[config.mk]
export PLATFORM = sky130hd
export DESIGN_NAME = multicycle_alu
export DESIGN_NICKNAME = d
export VERILOG_FILES = /design/src/rtl/multicycle_alu.sv
export SDC_FILE = /design/constraint.sdc
export NUM_CORES = 1
export LEC_CHECK = 0
export CELL_PAD_IN_SITES_DETAIL_PLACEMENT = 0
export CELL_PAD_IN_SITES_GLOBAL_PLACEMENT = 1
export CORE_AREA = 2 2 88 90
export DETAILED_ROUTE_END_ITERATION = 10
export DIE_AREA = 0 0 90 92
export GPL_TIMING_DRIVEN = 0
export PLACE_DENSITY = 0.52
export SYNTH_ARGS = -nofsm -noshare
export SYNTH_HDL_FRONTEND = slang
export SYNTH_SLANG_ARGS = --single-unit
[constraint.sdc]
create_clock -name clk -period 3.4 [get_ports clk]
set_input_delay 0.68 -clock clk [delete_from_list [all_inputs] [get_ports clk]]
set_output_delay 0.68 -clock clk [all_outputs]
set_load 0.01 [all_outputs]
[src/rtl/multicycle_alu.sv]
// multicycle_alu
//   Single-request ALU with a valid/ready handshake on both sides. Most ops
//   finish in one cycle. MUL is a shift-add multiplier that handles one
//   multiplier bit per cycle. Results and flags are registered, and they
//   hold in DONE until the consumer takes them.
//
//   Build option: define MULTICYCLE_ALU_MUL_EN to build the multiplier and
//   the MUL_BUSY state. Without it, op 110 is treated as reserved.
//
//   Ports
//     clk, rst          rising-edge clock, asynchronous active-high reset
//     in_valid/in_ready request handshake; op, a, b are captured on accept
//     op [2:0]          ADD SUB AND OR XOR SLT MUL reserved
//     a, b [WIDTH-1:0]  operands
//     out_valid/out_ready result handshake
//     result [WIDTH-1:0], flag_zero, flag_carry, flag_ovf, flag_err
module multicycle_alu #(
    parameter int WIDTH = 8
) (
    input  logic             clk,
    input  logic             rst,
    input  logic             in_valid,
    output logic             in_ready,
    input  logic [2:0]       op,
    input  logic [WIDTH-1:0] a,
    input  logic [WIDTH-1:0] b,
    output logic             out_valid,
    input  logic             out_ready,
    output logic [WIDTH-1:0] result,
    output logic             flag_zero,
    output logic             flag_carry,
    output logic             flag_ovf,
    output logic             flag_err
);

`ifdef MULTICYCLE_ALU_MUL_EN
    typedef enum logic [1:0] {IDLE = 2'd0, MUL_BUSY = 2'd1, DONE = 2'd2} state_t;
    localparam logic [2:0] OP_MUL = 3'b110;
    localparam int CW = $clog2(WIDTH) + 1;
    logic [2*WIDTH-1:0] acc, mcand, acc_next;
    logic [WIDTH-1:0]   mplier;
    logic [CW-1:0]      cnt;
    logic               mul_last;
`else
    typedef enum logic [1:0] {IDLE = 2'd0, DONE = 2'd2} state_t;
`endif

    state_t state, state_next;
    logic   accept;

    // Single-cycle datapath. It only gets registered on the accept edge.
    logic [WIDTH:0]   sum, diff;
    logic [WIDTH-1:0] alu_res;
    logic             alu_carry, alu_ovf, alu_err;

    assign in_ready  = (state == IDLE);
    assign out_valid = (state == DONE);
    assign accept    = in_valid && in_ready;

`ifdef MULTICYCLE_ALU_MUL_EN
    assign acc_next = acc + (mplier[0] ? mcand : '0);
    assign mul_last = (cnt == CW'(WIDTH - 1));
`endif

    always_ff @(posedge clk or posedge rst) begin
        if (rst) state <= IDLE;
        else     state <= state_next;
    end

    always_comb begin
        state_next = state;
        case (state)
            IDLE: begin
                if (accept) begin
`ifdef MULTICYCLE_ALU_MUL_EN
                    if (op == OP_MUL) state_next = MUL_BUSY;
                    else
`endif
                    state_next = DONE;
                end
            end
`ifdef MULTICYCLE_ALU_MUL_EN
            MUL_BUSY: if (mul_last) state_next = DONE;
`endif
            DONE: if (out_ready) state_next = IDLE;
            default: state_next = IDLE;
        endcase
    end

    always_comb begin
        sum       = {1'b0, a} + {1'b0, b};
        diff      = {1'b0, a} - {1'b0, b};
        alu_res   = '0;
        alu_carry = 1'b0;
        alu_ovf   = 1'b0;
        alu_err   = 1'b0;
        case (op)
            3'b000: begin
                alu_res   = sum[WIDTH-1:0];
                alu_carry = sum[WIDTH];
                // Operands share a sign but the sum does not.
                alu_ovf   = (a[WIDTH-1] == b[WIDTH-1]) && (sum[WIDTH-1] != a[WIDTH-1]);
            end
            3'b001: begin
                alu_res   = diff[WIDTH-1:0];
                alu_carry = diff[WIDTH];  // borrow: unsigned a < b
                alu_ovf   = (a[WIDTH-1] != b[WIDTH-1]) && (diff[WIDTH-1] != a[WIDTH-1]);
            end
            3'b010: alu_res = a & b;
            3'b011: alu_res = a | b;
            3'b100: alu_res = a ^ b;
            3'b101: alu_res = {{(WIDTH-1){1'b0}}, $signed(a) < $signed(b)};
            // Reserved, plus MUL when it is not built. A built MUL never
            // takes this path.
            default: alu_err = 1'b1;
        endcase
    end

    always_ff @(posedge clk or posedge rst) begin
        if (rst) begin
            result     <= '0;
            flag_zero  <= 1'b0;
            flag_carry <= 1'b0;
            flag_ovf   <= 1'b0;
            flag_err   <= 1'b0;
`ifdef MULTICYCLE_ALU_MUL_EN
            acc    <= '0;
            mcand  <= '0;
            mplier <= '0;
            cnt    <= '0;
`endif
        end else begin
            case (state)
                IDLE: begin
                    if (accept) begin
`ifdef MULTICYCLE_ALU_MUL_EN
                        if (op == OP_MUL) begin
                            acc    <= '0;
                            mcand  <= {{WIDTH{1'b0}}, a};
                            mplier <= b;
                            cnt    <= '0;
                        end else
`endif
                        begin
                            result     <= alu_res;
                            flag_zero  <= (alu_res == '0);
                            flag_carry <= alu_carry;
                            flag_ovf   <= alu_ovf;
                            flag_err   <= alu_err;
                        end
                    end
                end
`ifdef MULTICYCLE_ALU_MUL_EN
                MUL_BUSY: begin
                    acc    <= acc_next;
                    mcand  <= mcand << 1;
                    mplier <= mplier >> 1;
                    cnt    <= cnt + 1'b1;
                    // The last partial product is folded in on the same edge
                    // that enters DONE.
                    if (mul_last) begin
                        result     <= acc_next[WIDTH-1:0];
                        flag_zero  <= (acc_next[WIDTH-1:0] == '0);
                        flag_carry <= |acc_next[2*WIDTH-1:WIDTH];
                        flag_ovf   <= |acc_next[2*WIDTH-1:WIDTH];
                        flag_err   <= 1'b0;
                    end
                end
`endif
                default: ;
            endcase
        end
    end

endmodule

==> key figures, run 1 <==
Cells and area
  – Proportion of layout cells with a drive suffix above 1: 0.0929
  – Final design utilization: 0.311
  – Net count, final: roughly 320
  – Most common cell after layout, fill and taps aside: sky130_fd_sc_hd__clkdlybuf4s50_1
  – Most used cells in the layout excluding fill and tap cells: sky130_fd_sc_hd__clkdlybuf4s50_1 (35), sky130_fd_sc_hd__ha_1 (26), sky130_fd_sc_hd__inv_1 (25), sky130_fd_sc_hd__nand2_1 (21), sky130_fd_sc_hd__a21oi_1 (17)
  – Fill cell instance count of the final layout: between 800 and 900
  – Area overhead of the layout relative to synthesis: 29.2%
  – Diodes inserted: 0

Detailed routing
  – Sum of met2 wire segment lengths after detailed routing: 2400 um
  – 1st-iter DRT viols: 55
  – Wirelength per Cell: about 14 um
  – Max layer used: met4
  – Met1 WL: ~2500 um
  – Detailed-route via count: 1746
  – 1st-pass router iterations: 4
  – Post-DRT Antenna Nets: 0
  – Via density per instance: 4.71
  – Residual DRC: 0
  – Routed length on met3: around 170 um
  – Total Wirelength: 5100 um

Floorplan
  – Die Y: 92 um
  – Effective utilization at floorplan: 0.241
  – I/O Pins: 37
  – Number of standard-cell rows in the floorplan: 32
  – Core area: 0.00745 mm^2
  – Total die area: 0.00828 mm^2
  – Overall die width: ~90 um

CTS
  – Clock H-tree levels: 1
  – Number of buffers created by CTS: 3
  – Hold-fix buffers, CTS: 0
  – Post-CTS Resized: 0
  – Clock Pin Slew Worst Setup and Hold Paths: about 50 ps
  – Clock tree root buffer cell: sky130_fd_sc_hd__clkbuf_8
  – Post-CTS setup repair buffer count: 0
  – Clk Latency, worst-skew pair: roughly 240 ps
  – TritonCTS sink count: 13
  – Clock tree from TritonCTS: yes
  – Longest Clk Path Bufs: 2

Timing
  – Min Clock Period, post-route: 3050 ps
  – Setup repair after global routing missed its margin: false
  – Clock Skews: 2.01 ps
  – Slew @ Worst Pin: 482 ps
  – Total negative slack for setup checks: 0 ps
  – Relative slew margins: 0.678
  – Final-report setup violation count: 0
  – F_max: 328 MHz
  – Share of the clock period used by the worst path: 0.898
  – Hold Vio Cnt, Final: 0
  – Max-slew violation count: 0

Synthesis
  – Share of synthesized area occupied by flip-flops and latches: 0.181
  – Post-Synthesis Cells: 230
  – Synthesized area divided by synthesized cell count: roughly 7.8 um^2
  – Nets in the synthesized netlist: ~280
  – Primary FF master, synth: sky130_fd_sc_hd__dfrtp_1
  – Yosys synthesis warning count: 0
  – Register bit count reported by yosys: 13
  – Synthesized cell area: 0.00179 mm^2
  – Number of flops mapped to enable cells by yosys: 0
  – Post-synth cell types: 57
  – Fraction of synthesis flops using an asynchronous set or reset pin: 1.00

Outcome
  – Result of the run: finished, final reports clean

Setup path
  – Category of the worst setup path launch point: input pin
  – Worst path most repeated cell: sky130_fd_sc_hd__inv_1
  – Worst reg2reg path depth: 4
  – Largest stage delay on the critical path: roughly 430 ps
  – Capture point of the worst reg-to-reg path: result[4]
  – Start point of the critical path: a[0]
  – Cell chain of the critical path: clkdlybuf4s50_1 -> inv_1 -> ha_1 -> inv_1 -> fa_1 -> nand2b_1 -> a211oi_1 -> o21ai_1 -> a21oi_1 -> a221oi_1 -> nor4_2 -> a32o_2
  – Source of the worst register-to-register timing path: state[1]
  – CP top delay family: compound AO/OA/AOI/OAI gates
  – Crit path buffers/inverters: 3
  – Critical path start-end classification: in2reg
  – Worst Path Required: 3530 ps
  – Worst-path maximum fanout: 4
  – Flop-to-flop setup slack: just over 2000 ps
  – Max stage delay cell, worst path: sky130_fd_sc_hd__fa_1
  – Arrival time reported for the critical path endpoint: between 3000 and 4000 ps
  – Crit end category: flop

Job
  – Number of maximum-capacitance violations: 0

Power
  – Leakage component of the power: 1.02 nW
  – Maximum VDD drop: 0.0988 mV
  – Switching Share: 0.361
  – Portion of total power attributed to combinational logic: 0.511
  – Switching pwr: roughly 0.25 mW
  – Total internal power: 0.445 mW
  – Areal power density over the cells: 301 mW/mm^2
  – Clock share of power: 0.198
  – Flop pwr share: 0.291

Hold path
  – Hold-critical path endpoint: result[2]
  – Worst hold path type: reg2reg
  – Hold Path Stages: 2
  – Min-delay src: result[2]

Placed design
  – HPWL after detailed placement: 4250 um
  – Final weighted congestion in routability-driven placement: 0.729
  – Port Buf Inserts: 35

Global routing
  – Pin count of the biggest net entering global routing: 14
  – GR Util All Layers: 0.130
  – Wire length of the first global-routing pass: just under 9000 um
  – Total overflow reported by the global router: 0
  – Initial antenna violation count: 0
  – Via count of the first global-routing pass: between 1.5k and 2k
## per-stage QoR
step	hold WS (ps)	setup WS, ps	instances	cell area [um^2]	total power, mW
floorplan	516	919	230	1790	0.408
global placement	463	48.3	367	2270	0.565
detailed placement	469	44.4	367	2270	0.566
CTS	481	289	371	2320	0.706
global route	506	137	371	2320	0.754
finish	475	347	371	2320	0.696
## layout make-up
class / count / area, um^2 / area share
clock buffer: 4 / 45.0 / 0.0194
timing repair buffer: 35 / 350 / 0.151
multi-input combinational: 180 / 1310 / 0.564
tap: 102 / 128 / 0.0551
inverter: 27 / 101 / 0.0438
sequential: 13 / 325 / 0.140
buffer: 10 / 60.1 / 0.0259
## worst reg2reg max path: cells and delay by family, from the launching register on
family                 cells  cell delay [ps]
buffers and inverters      2              440
muxes                      1              390
DFF                        1              330
and+or+nand+nor            1              100
## kinds of logic after synthesis
group                      Yosys count  share of synthesized area
buffers and inverters               37                     0.0900
adders and majority gates           28                      0.204
and+or+nand+nor                     74                      0.220
xor gates and xnor gates             2                    0.00977
muxes                                5                     0.0307
DFF                                 13                      0.181
AOI/OAI and AO/OA                   71                      0.264
## power by group through the flow
| stage | sequential (mW) | combinational, mW | clock, mW |
|---|---|---|---|
| floorplan | 0.222 | 0.186 | 0 |
| global placement | 0.206 | 0.358 | 0 |
| detailed placement | 0.206 | 0.360 | 0 |
| CTS | 0.204 | 0.361 | 0.141 |
| global route | 0.208 | 0.398 | 0.148 |
| finish | 0.203 | 0.355 | 0.138 |
## how the worst max path moves through the flow
stage	to	cells after the start
floorplan	flag_zero	11
global placement	flag_zero	11
detailed placement	flag_zero	12
CTS	flag_zero	12
global route	flag_ovf	10
finish	flag_zero	12
## routing by layer
layer,global-route usage,vias up
li1,-,889
met1,0.176,812
met2,0.217,41
met3,0.0123,4
met4,0.0410,0
met5,0,-
## cells in the mapped netlist, drive strengths merged (2+ instances only)
| cell type | instances | area, um^2 |
|---|---|---|
| clkbuf | 2 | 7.51 |
| nor2 | 15 | 56.3 |
| dfrtp | 13 | 325 |
| o211ai | 4 | 30.0 |
| nand2 | 21 | 78.8 |
| nor3 | 5 | 30.0 |
| o31ai | 2 | 15.0 |
| a211oi | 5 | 47.5 |
| o21bai | 4 | 30.0 |
| o22ai | 2 | 12.5 |
| a32o | 2 | 21.3 |
| inv | 27 | 101 |
| fa | 2 | 40.0 |
| ha | 26 | 325 |
| nand2b | 6 | 37.5 |
| buf | 8 | 52.6 |
| or2 | 3 | 18.8 |
| o21a | 2 | 15.0 |
| nand3 | 4 | 20.0 |
| a211o | 2 | 17.5 |
| and3b | 2 | 17.5 |
| a31oi | 3 | 18.8 |
| a21oi | 18 | 93.8 |
| nor2b | 4 | 25.0 |
| mux2 | 4 | 45.0 |
| or3 | 5 | 31.3 |
| and2 | 2 | 15.0 |
| a221oi | 2 | 17.5 |
| o21ai | 17 | 85.1 |
| nor4 | 2 | 18.8 |
## registers in the layout (all words and copies together) (netlist names)
register / flops
result: 8
flag_carry: 1
flag_err: 1
flag_ovf: 1
flag_zero: 1
state: 1
Power figures use the tool's default switching activity.
==> inputs of run 2 (changes only) <==
Settings changed: GPL_TIMING_DRIVEN 0 to default, PLACE_DENSITY 0.52 to 0.55.
Clock period 3.4 ns to 2.6 ns, I/O delays scaled along.
==> run 2 against run 1 <==
Compared with the run above:
- sequential share of layout area is 3.2 points lower
- clock power is 30% higher
- flip-flop and latch count stayed put
- register-to-register slack worse by 640 ps
- final cell count is 15% higher
- total power is 53% higher
- non-clock buffer count is 55 higher
- count of clock-buffer cells in the layout stayed put
- sequential power is 31% higher
- first-iteration DRC count is 13% lower
- setup slack worse by 260 ps
- hold slack better by 0.98 ps
==> key figures, run 2 (synthesis results as in run 1) <==
Power
  – Leakage component of the power: 1.40 nW (+36%)
  – Areal power density over the cells: 354 mW/mm^2 (+18%)
  – Total power draw: 1.06 mW (+53%)
  – Maximum VDD drop: 0.127 mV (+28%)

Global routing
  – Via count of the first global-routing pass: 1861 (+10%)
  – Pin count of the biggest net entering global routing: 21 (+7)
  – GR Util All Layers: 0.130 (+0.000333)
  – Wire length of the first global-routing pass: 8910 um (+1.8%)
  – Initial antenna violation count: 0 (unchanged)
  – Total overflow reported by the global router: 0 (unchanged)

Outcome
  – Result of the run: finished, final reports clean

Floorplan
  – Effective utilization at floorplan: 0.241 (unchanged)
  – Die Y: 92 um (unchanged)
  – Number of standard-cell rows in the floorplan: 32 (unchanged)
  – Total die area: 0.00828 mm^2 (unchanged)
  – Core area: 0.00745 mm^2 (unchanged)
  – Overall die width: 90 um (unchanged)
  – I/O Pins: 37 (unchanged)

Placed design
  – Post-placement setup slack: -490 ps (-534 ps)
  – Port Buf Inserts: 36 (+2.9%)
  – Placed inst area: 0.00266 mm^2 (+17%)
  – Final weighted congestion in routability-driven placement: 0.864 (+18%)
  – HPWL after detailed placement: 4390 um (+3.2%)

Timing
  – F_max: 398 MHz
  – Max-slew violation count: 0 (unchanged)
  – Slew @ Worst Pin: 491 ps (+8.77 ps)
  – Final-report setup violation count: 0 (unchanged)
  – Min Clock Period, post-route: 2510 ps
  – Clock Skews: 0.655 ps (-1.35 ps)
  – Setup repair after global routing missed its margin: false
  – Hold Vio Cnt, Final: 0 (unchanged)
  – Share of the clock period used by the worst path: 0.966
  – Worst setup slack after layout: 87.7 ps (-260 ps)
  – Relative slew margins: 0.672 (-0.00585)

CTS
  – Clock H-tree levels: 1 (unchanged)
  – TritonCTS sink count: 13 (unchanged)
  – Clk Latency, worst-skew pair: 240 ps (about the same)
  – Clock tree from TritonCTS: yes
  – Clock tree root buffer cell: sky130_fd_sc_hd__clkbuf_8
  – Clock Pin Slew Worst Setup and Hold Paths: 50 ps (about the same)
  – Longest Clk Path Bufs: 2 (unchanged)
  – Number of buffers created by CTS: 3 (unchanged)

Setup path
  – Category of the worst setup path launch point: input pin
  – Worst-path maximum fanout: 4 (unchanged)
  – Arrival time reported for the critical path endpoint: 2640 ps (-550 ps)
  – Cell chain of the critical path: clkdlybuf4s50_1 -> inv_1 -> ha_4 -> buf_6 -> inv_2 -> o31a_1 -> nor2b_1 -> o21a_1 -> xor2_1 -> a21oi_2 -> buf_4 -> a32o_2
  – Source of the worst register-to-register timing path: state[1]
  – Crit end category: flop
  – Max stage delay cell, worst path: sky130_fd_sc_hd__clkdlybuf4s50_1
  – Largest stage delay on the critical path: 480 ps (+50 ps)
  – Start point of the critical path: a[3]
  – Critical path start-end classification: in2reg
  – Worst Path Required: 2730 ps (-800 ps)

Cells and area
  – Most used cells in the layout excluding fill and tap cells: sky130_fd_sc_hd__buf_4 (62), sky130_fd_sc_hd__clkdlybuf4s50_1 (26), sky130_fd_sc_hd__inv_1 (20), sky130_fd_sc_hd__nand2_1 (20), sky130_fd_sc_hd__ha_1 (16)
  – Largest register FFs: 8 (unchanged)
  – Area overhead of the layout relative to synthesis: 67.5%
  – Register with the highest flop count: result
  – Proportion of layout cells with a drive suffix above 1: 0.386 (+0.293)
  – Diodes inserted: 0 (unchanged)
  – Most common cell after layout, fill and taps aside: sky130_fd_sc_hd__buf_4
  – Net count, final: 376 (+17%)
  – Fill cell instance count of the final layout: 785 (-5.0%)
  – Design area: 0.00300 mm^2 (+30%)
  – Final design utilization: 0.403 (+0.0922)

Job
  – Number of maximum-capacitance violations: 0 (unchanged)

Detailed routing
  – Post-DRT Antenna Nets: 0 (unchanged)
  – Residual DRC: 0 (unchanged)
  – Wirelength per Cell: 12.5 um (-9.3%)
  – Detailed-route via count: 1934 (+11%)
  – Total Wirelength: 5310 um (+4.1%)
  – 1st-pass router iterations: 4 (unchanged)
  – 1st-iter DRT viols: 48 (-13%)
  – Via density per instance: 4.54 (-3.5%)

Hold path
  – Min-delay src: flag_carry
  – Worst hold path type: reg2reg
run 2: final timing paths:
path | cells past startpoint | slack (ps) | to
worst max-delay path | 12 | 90 | flag_zero
worst min-delay path | 2 | 480 | flag_carry
worst max register to register | 6 | 1390 | flag_zero
worst min register to register | 2 | 480 | flag_carry
max in group asynchronous | 2 | 1670 | result[1]
min in group asynchronous | 2 | 600 | flag_err
run 2: report_power, final:
group	internal [mW]	switching [mW]
Clock	0.108	0.0716
Combinational	0.336	0.280
Sequential	0.245	0.0207
Total	0.690	0.372
run 2: final cells by class:
class | count | area [um^2] | area share
timing repair buffer | 100 | 862 | 0.287
clock buffer | 4 | 45.0 | 0.0150
inverter | 27 | 101 | 0.0337
multi-input combinational | 180 | 1540 | 0.513
sequential | 13 | 325 | 0.108
tap | 102 | 128 | 0.0425
run 2: per-stage QoR:
| step | cells | hold WS, ps | TNS, ps |
|---|---|---|---|
| 5_1_grt | 426 | 493 | 0 |
| 4_1_cts | 424 | 483 | -11.7 |
| 3_5_place_dp | 417 | 471 | -2910 |
| 3_3_place_gp | 417 | 462 | -2670 |
| 2_1_floorplan | 230 | 397 | 0 |
| 6_report | 426 | 476 | 0 |
run 2: repair_timing:
| item | CTS | global route |
|---|---|---|
| buffers inserted | 3 | 2 |
| resized for setup | 22 | 41 |
| endpoints found under the setup margin | 6 | 7 |
| pin swaps | 9 | 20 |
| hold buffers | 0 | 0 |
run 2: critical path, delay by kind of cell:
family,cells,cell delay (ps)
AO/OA/AOI/OAI,4,730
adder cells (fa/ha/maj),1,270
XOR/XNOR,1,160
buffers and inverters,5,850
AND/OR/NAND/NOR,1,120
run 2: layer usage:
layer / vias up / track usage / part of all wire
li1: 1000 / - / -
met1: 886 / 0.166 / 0.46
met2: 42 / 0.227 / 0.49
met3: 6 / 0.0148 / 0.035
met4: 0 / 0.0449 / 0.015
met5: - / 0 / 0
